<file path="src/rtl/io_serializer_if.sv">
// io_serializer_if: word handshake plus serial pad-side signals of io_serializer.
// master = upstream word source / pad consumer, slave = io_serializer.
interface io_serializer_if #(
  parameter int unsigned WIDTH = 8
);
  logic [WIDTH-1:0] din;
  logic             dvalid;
  logic             dready;
  logic             out;
  logic             ts;
  logic             busy;
  logic             done;

  modport master (
    output din,
    output dvalid,
    input  dready,
    input  out,
    input  ts,
    input  busy,
    input  done
  );

  modport slave (
    input  din,
    input  dvalid,
    output dready,
    output out,
    output ts,
    output busy,
    output done
  );
endinterface

</file>
<file path="src/rtl/io_serializer.sv">
// io_serializer: MSB-first parallel-to-serial stage driving the OUT/TS pair of a
// TS-controlled I/O block. TS is high only while bits are on the wire, followed
// by GUARD turnaround cycles with the pad released.
// Optional feature: define IOSER_PARITY_EN to append an even-parity bit after the LSB.
module io_serializer #(
  parameter int unsigned WIDTH = 8,
  parameter int unsigned GUARD = 1
) (
  input  logic          IOCLK,
  input  logic          RSTN,
  io_serializer_if.slave bus
);

  localparam int unsigned CW = (WIDTH > 2) ? $clog2(WIDTH) : 1;
  localparam logic [CW-1:0] BIT_LAST = CW'(WIDTH - 1);
  localparam logic [3:0]    GRD_LAST = 4'((GUARD == 0) ? 0 : GUARD - 1);

  typedef enum logic [1:0] {
    S_IDLE   = 2'd0,
    S_SHIFT  = 2'd1,
    S_PARITY = 2'd2,
    S_GUARD  = 2'd3
  } state_t;

  state_t           state_q, state_nxt;
  logic [WIDTH-1:0] shreg_q, shreg_nxt;
  logic [CW-1:0]    bitcnt_q, bitcnt_nxt;
  logic [3:0]       gcnt_q, gcnt_nxt;
  logic             accept;

  logic dready_d, out_d, ts_d, busy_d, done_d;
  logic dready_q, out_q, ts_q, busy_q, done_q;

`ifdef IOSER_PARITY_EN
  logic par_q, par_nxt;
`endif

  // A word is taken only from IDLE; DREADY mirrors that registered state.
  assign accept = (state_q == S_IDLE) && bus.dvalid;

  // State register.
  always_ff @(posedge IOCLK or negedge RSTN) begin
    if (!RSTN) state_q <= S_IDLE;
    else       state_q <= state_nxt;
  end

  // Next-state logic.
  always_comb begin
    state_nxt = state_q;
    case (state_q)
      S_IDLE: begin
        if (accept) state_nxt = S_SHIFT;
      end
      S_SHIFT: begin
        if (bitcnt_q == '0) begin
`ifdef IOSER_PARITY_EN
          state_nxt = S_PARITY;
`else
          state_nxt = (GUARD == 0) ? S_IDLE : S_GUARD;
`endif
        end
      end
      S_PARITY: begin
        state_nxt = (GUARD == 0) ? S_IDLE : S_GUARD;
      end
      S_GUARD: begin
        if (gcnt_q == '0) state_nxt = S_IDLE;
      end
      default: state_nxt = S_IDLE;
    endcase
  end

  // Datapath next values: shift register, bit counter, guard counter, parity.
  always_comb begin
    shreg_nxt  = shreg_q;
    bitcnt_nxt = bitcnt_q;
    gcnt_nxt   = gcnt_q;
`ifdef IOSER_PARITY_EN
    par_nxt    = par_q;
`endif
    if (accept) begin
      shreg_nxt  = bus.din;
      bitcnt_nxt = BIT_LAST;
`ifdef IOSER_PARITY_EN
      par_nxt    = ^bus.din;
`endif
    end else if (state_q == S_SHIFT) begin
      shreg_nxt = {shreg_q[WIDTH-2:0], 1'b0};
      if (bitcnt_q != '0) bitcnt_nxt = bitcnt_q - CW'(1);
    end
    if ((state_nxt == S_GUARD) && (state_q != S_GUARD)) begin
      gcnt_nxt = GRD_LAST;
    end else if ((state_q == S_GUARD) && (gcnt_q != '0)) begin
      gcnt_nxt = gcnt_q - 4'd1;
    end
  end

  // Output decode from the upcoming state so the pad outputs can be registered.
  always_comb begin
    dready_d = (state_nxt == S_IDLE);
    busy_d   = (state_nxt != S_IDLE);
    ts_d     = 1'b0;
    out_d    = 1'b0;
    case (state_nxt)
      S_SHIFT: begin
        ts_d  = 1'b1;
        out_d = shreg_nxt[WIDTH-1];
      end
`ifdef IOSER_PARITY_EN
      S_PARITY: begin
        ts_d  = 1'b1;
        out_d = par_nxt;
      end
`endif
      default: begin
        ts_d  = 1'b0;
        out_d = 1'b0;
      end
    endcase
    // Last wire bit just left the pad.
    done_d = ts_q && !ts_d;
  end

  // Datapath and output registers; reset drops TS/OUT immediately.
  always_ff @(posedge IOCLK or negedge RSTN) begin
    if (!RSTN) begin
      shreg_q  <= '0;
      bitcnt_q <= '0;
      gcnt_q   <= '0;
      dready_q <= 1'b1;
      out_q    <= 1'b0;
      ts_q     <= 1'b0;
      busy_q   <= 1'b0;
      done_q   <= 1'b0;
    end else begin
      shreg_q  <= shreg_nxt;
      bitcnt_q <= bitcnt_nxt;
      gcnt_q   <= gcnt_nxt;
      dready_q <= dready_d;
      out_q    <= out_d;
      ts_q     <= ts_d;
      busy_q   <= busy_d;
      done_q   <= done_d;
    end
  end

`ifdef IOSER_PARITY_EN
  // Parity bit captured at accept time.
  always_ff @(posedge IOCLK or negedge RSTN) begin
    if (!RSTN) par_q <= 1'b0;
    else       par_q <= par_nxt;
  end
`endif

  assign bus.dready = dready_q;
  assign bus.out    = out_q;
  assign bus.ts     = ts_q;
  assign bus.busy   = busy_q;
  assign bus.done   = done_q;

endmodule
</file>
<file path="src/flat_wrapper.sv">
// flat-port wrapper written by rule: the top's interface ports become plain ports
module io_serializer_flat 
#(
  parameter int unsigned WIDTH = 8,
  parameter int unsigned GUARD = 1
)
  (IOCLK, RSTN, bus_din, bus_dvalid, bus_dready, bus_out, bus_ts, bus_busy, bus_done);
  io_serializer_if #(.WIDTH(WIDTH)) bus_i ();
  input  logic IOCLK;
  input  logic RSTN;
  input wire logic [$bits(bus_i.din)-1:0] bus_din;
  input wire logic [$bits(bus_i.dvalid)-1:0] bus_dvalid;
  output wire logic [$bits(bus_i.dready)-1:0] bus_dready;
  output wire logic [$bits(bus_i.out)-1:0] bus_out;
  output wire logic [$bits(bus_i.ts)-1:0] bus_ts;
  output wire logic [$bits(bus_i.busy)-1:0] bus_busy;
  output wire logic [$bits(bus_i.done)-1:0] bus_done;
  assign bus_i.din = bus_din;
  assign bus_i.dvalid = bus_dvalid;
  assign bus_dready = bus_i.dready;
  assign bus_out = bus_i.out;
  assign bus_ts = bus_i.ts;
  assign bus_busy = bus_i.busy;
  assign bus_done = bus_i.done;
  io_serializer #(.WIDTH(WIDTH), .GUARD(GUARD)) u_core (.IOCLK(IOCLK), .RSTN(RSTN), .bus(bus_i));
endmodule
</file>
<file path="config.mk">
export PLATFORM = sky130hd
export DESIGN_NAME = io_serializer_flat
export DESIGN_NICKNAME = d
export VERILOG_FILES = /design/src/rtl/io_serializer_if.sv /design/src/rtl/io_serializer.sv /design/src/flat_wrapper.sv
export SDC_FILE = /design/constraint.sdc
export NUM_CORES = 1
export LEC_CHECK = 0
export ABC_AREA = 1
export CAP_MARGIN = 20
export CORE_MARGIN = 1
export CORE_UTILIZATION = 46
export CTS_CLUSTER_DIAMETER = 150
export DETAILED_ROUTE_END_ITERATION = 16
export HOLD_SLACK_MARGIN = 0.05
export PLACE_DENSITY = 0.79
export SLEW_MARGIN = 10
export SYNTH_ARGS = -nofsm -noshare
export SYNTH_HDL_FRONTEND = slang
export SYNTH_SLANG_ARGS = --single-unit
</file>
<file path="constraint.sdc">
create_clock -name IOCLK -period 1.15 [get_ports IOCLK]
set_clock_uncertainty 0.05 [all_clocks]
set_input_delay 0.1725 -clock IOCLK [delete_from_list [all_inputs] [get_ports IOCLK]]
set_output_delay 0.1725 -clock IOCLK [all_outputs]
set_load 0.02 [all_outputs]
</file>
After elaboration in Yosys (flattened, before gate mapping)
Cells that the tools add are included.

Add/sub/neg operators: 2. Eq/ne operators: 6. Mux-type cells: 13. Reductions and logical operators: 16.

Operators by type and width (count): $mux 8 (2); $mux 3 (3); $mux 4 (2); $pmux 2 s4 (1); $reduce_bool 2->1 (4); $eq 2x2->1 const B (3); $mux 2 (3); $eq 2x1->1 const B (2); $logic_and 1x1->1 (4); $logic_not 2->1 (2); $logic_not 4->1 (1); $reduce_bool 4->1 (1); $sub 4x1->4 const B (1); $logic_not 3->1 (1); $reduce_bool 3->1 (1); $sub 3x1->3 const B (1); $mux 1 (2); $ne 2x2->1 const B (1); $reduce_and 2->1 (1); $logic_not 1->1 (1).

Output and inout bits: 5. Bits in registers: 22. Word-level logic and storage cells: 47. Input bits: 11.

Longest topological paths before layout
Depth after elaboration: 8. Depth in mapped cells: 8. Depth with buffers taken out: 8.

Least setup slack after synthesis
Ideal clock, no wire load.

Kind: register -> register. From: register u_core.bitcnt_q[0]. To: register u_core.out_q (netlist: u_core.bus.out). Buffers on the path: 0. Arrival: 1.098 ns. Data required time: 0.981 ns. Cell stages (with the launch flop): 9. Slack: -0.117 ns. Path through: dfrtp_1 -> inv_1 -> ha_1 -> inv_1 -> nor2_1 -> nor2_4 -> inv_2 -> nand2_4 -> o21a_1.

Word-level cells in the longest chain between the ends: 5.

Ends and longest elaborated chain: start, declared (RTL line io_serializer.sv:27) `logic [CW-1:0] bitcnt_q, bitcnt_nxt;`; start signal, assigned (RTL line io_serializer.sv:137) `bitcnt_q <= bitcnt_nxt;`; $logic_not 3->1 (RTL line io_serializer.sv:55) `if (bitcnt_q == '0) begin`; $mux 2 (RTL line io_serializer.sv:55); $pmux 2 s4 (RTL line io_serializer.sv:50) `case (state_q)`; $eq 2x1->1 (RTL line io_serializer.sv:104) `case (state_nxt)`; $mux 1 (RTL line io_serializer.sv:104); net u_core.out_d (RTL line io_serializer.sv:31) `logic dready_d, out_d, ts_d, busy_d, done_d;`; end signal, assigned (RTL line io_serializer.sv:140) `out_q <= out_d;`; end, declared (RTL line io_serializer.sv:32) `logic dready_q, out_q, ts_q, busy_q, done_q;`.

The timed path passes the listed nets, and every way through them passes these cells. A chain may end at the register's enable or synchronous reset.

Final worst setup path
From: register u_core.bitcnt_q[1]. To: register u_core.out_q (netlist: u_core.bus.out).

The elaborated chain is that of the path after synthesis.

==> run summary <==
result of the run -> finished with violations
failing checks -> setup timing
root buf cell -> clkbuf_4
Worst Setup Start Kind -> flop
Max Slew Vio Count -> 0
Worst Hold Class -> primary input to async pin
Worst setup EP type -> flop
Power Density -> 2692 nW/µm²
number of buffers created by CTS -> 3
Max transition margin -> 0.8494
Final ANT Viol Nets -> 0
Max clock buf depth -> 2
H-tree Lvls -> 1
worst skew pair latency -> 0.31 ns
worst hold slack -> 0.1389 ns
DR WL/cell -> 11.28 µm
measured slew at the worst slew-check pin -> 0.2259 ns
nets -> 168
Vias/cell -> 4.806
Starting Density -> 0.5043
layout cells sized above 1 -> 0.3791
routed via count -> 865
Crit path required time -> 1.31 ns
Routed WL -> 2031 µm
RSZ-0062 raised after global routing -> yes
Synth Instances -> 116
DR iter-0 viols -> 15
vias in the first global route -> 777
syn avg cell area -> 8.877 µm²
GRT Total Usage -> 0.1787
Yosys top cell area share -> 0.5103
CTS sink cnt -> 22
commonest non-fill, non-tap cells in the layout -> nand2_1, dfrtp_1, buf_4, nand3_1, clkdlybuf4s50_1
Period minus WS final -> 1.269 ns
CP Class -> flop to flop
antenna violations before repair -> 0
grt peak-use layer -> met2
gpl congestion -> 0.8120
GR Overflow Total -> 0
CTS tree -> yes
die height -> 49.32 µm
Tcrit/Tclk final -> 1.103
fmax -> 0.7882 GHz
Design Power -> 3928 µW
Area Overhead vs Synth -> 41.68%
Yosys top cell by area -> dfrtp_1
largest net degree at the start of global routing -> 23
met1 global-route usage -> 0.2303
Final Cell Area -> 1459 µm²
most common cell after layout, fill and taps aside -> nand2_1
syn nets -> 130
Core Rows -> 16
# hold bufs at CTS -> 0
Die W -> 49.32 µm
detailed-route DRC error count -> 0
setup ws final -> -0.1187 ns
dpl ws -> -0.2004 ns
HPWL after detailed placement -> 1415 µm
Peak VDD IR -> 1.602 mV
antenna cells -> 0
GRT met3 Usage -> 0.02804
Unique masters post-synth -> 23
largest cells by area after synthesis -> dfrtp_1, nand2_1, nand3_1
Ports -> 16
MaxCap Viol Count -> 0
sequential area share after synthesis -> 0.5358
Synth warnings -> 0
Setup Viol. Count Final -> 16
worst path arrival time -> 1.42 ns
first-pass detailed-route iteration total -> 4
Netlist Area Pre-Place -> 1030 µm²
area of placed instances -> 1350 µm²
global-route wire length before repair -> 3215 µm
Placeable Area -> 2042 µm²
die area -> 2432 µm²
Max Fanout on Critical Path -> 4
Final Hold Vio Count -> 0
port bufs -> 15
GR Util met2 -> 0.2808
Synth Register Bits -> 22
clock slew at reported path FFs -> 0.12 ns
leakage -> 0.0007276 µW
-- per-stage QoR --
stage / util / setup TNS, ns / std cells
finish: 0.7145 / -0.6571 / 180
global route: 0.7145 / -1.662 / 180
CTS: 0.6752 / -0.7995 / 176
detailed placement: 0.6612 / -2.528 / 172
global placement: 0.6612 / -2.066 / 172
floorplan: - / -0.01213 / 116
-- cells by family (layout without fill, tap and decap cells) --
group,count (synthesis),after routing,synth area share
simple gates,61,61,0.2770
flops,22,22,0.5358
buf+inv,19,56,0.08141
compound gates,10,10,0.06075
fa+ha+maj,3,3,0.03646
xor+xnor,1,1,0.008507
-- registers in the layout, indices dropped and copies added, names as in the netlist --
name	count
u_core.bus.out	1
u_core.shreg_q	8
u_core.state_q	2
u_core.bus.busy	1
u_core.bus.done	1
u_core.bus.ts	1
u_core.bus.dready	1
u_core.gcnt_q	4
u_core.bitcnt_q	3
-- worst max-delay path: stages, from the launching register on --
cell	delay (ns)
dfrtp_1	0.41
inv_2	0.08
ha_4	0.12
inv_2	0.04
nor2_4	0.15
nor2_4	0.06
inv_2	0.09
nand2_4	0.07
o21a_1	0.11
-- routing by layer --
layer,vias up,wire [µm]
met3,5,93
met2,22,1013
met5,-,0
met1,405,887
met4,0,36
li1,433,-
-- power by group --
group          internal (µW)  switching [µW]  total, µW
combinational           1010            1260       2260
sequential              1110             194       1300
clock                    136             227        362
total                   2250            1680       3930
-- cell usage after synthesis --
cell / number
o21a_1: 1
inv_2: 3
nand2_2: 4
o21ai_0: 1
inv_1: 14
dfrtp_1: 21
nor2_1: 5
nand2_1: 34
o211ai_1: 1
xor2_1: 1
buf_6: 1
nand3b_1: 1
ha_1: 3
a21oi_1: 3
nor2_4: 1
dfstp_2: 1
nor2_2: 1
nand3_1: 12
clkinv_4: 1
nand2_4: 2
or2_1: 1
o21ai_1: 2
o21ai_2: 2
-- what timing repair did --
item                                   4_1_cts  5_1_grt
pin swaps                                    3        6
setup endpoints to repair                   22       21
cloned                                       0        0
setup buffers                                0        4
resized for setup                           25       15
endpoints found under the hold margin        0        0
-- final timing paths --
check	slack [ns]	cells after the start	start	to
worst min-delay path	0.14	2	RSTN	u_core.gcnt_q[3]
min in group IOCLK	0.35	3	bus_din[0]	u_core.shreg_q[0]
worst min register to register	0.45	2	u_core.shreg_q[6]	u_core.shreg_q[6]
worst max-delay path	-0.12	8	u_core.bitcnt_q[1]	u_core.bus.out
max in group asynchronous	0.70	2	RSTN	u_core.bus.dready
worst max register to register	-0.12	8	u_core.bitcnt_q[1]	u_core.bus.out
-- cell type report --
class | count | area (µm²)
inverter | 18 | 72.57
clock buffer | 4 | 26.28
timing repair buffer | 34 | 290.3
multi-input combinational | 75 | 484.2
fill | 151 | 583.1
sequential | 22 | 551.8
tap | 27 | 33.78
No activity file was read; power rests on OpenSTA's default activity.
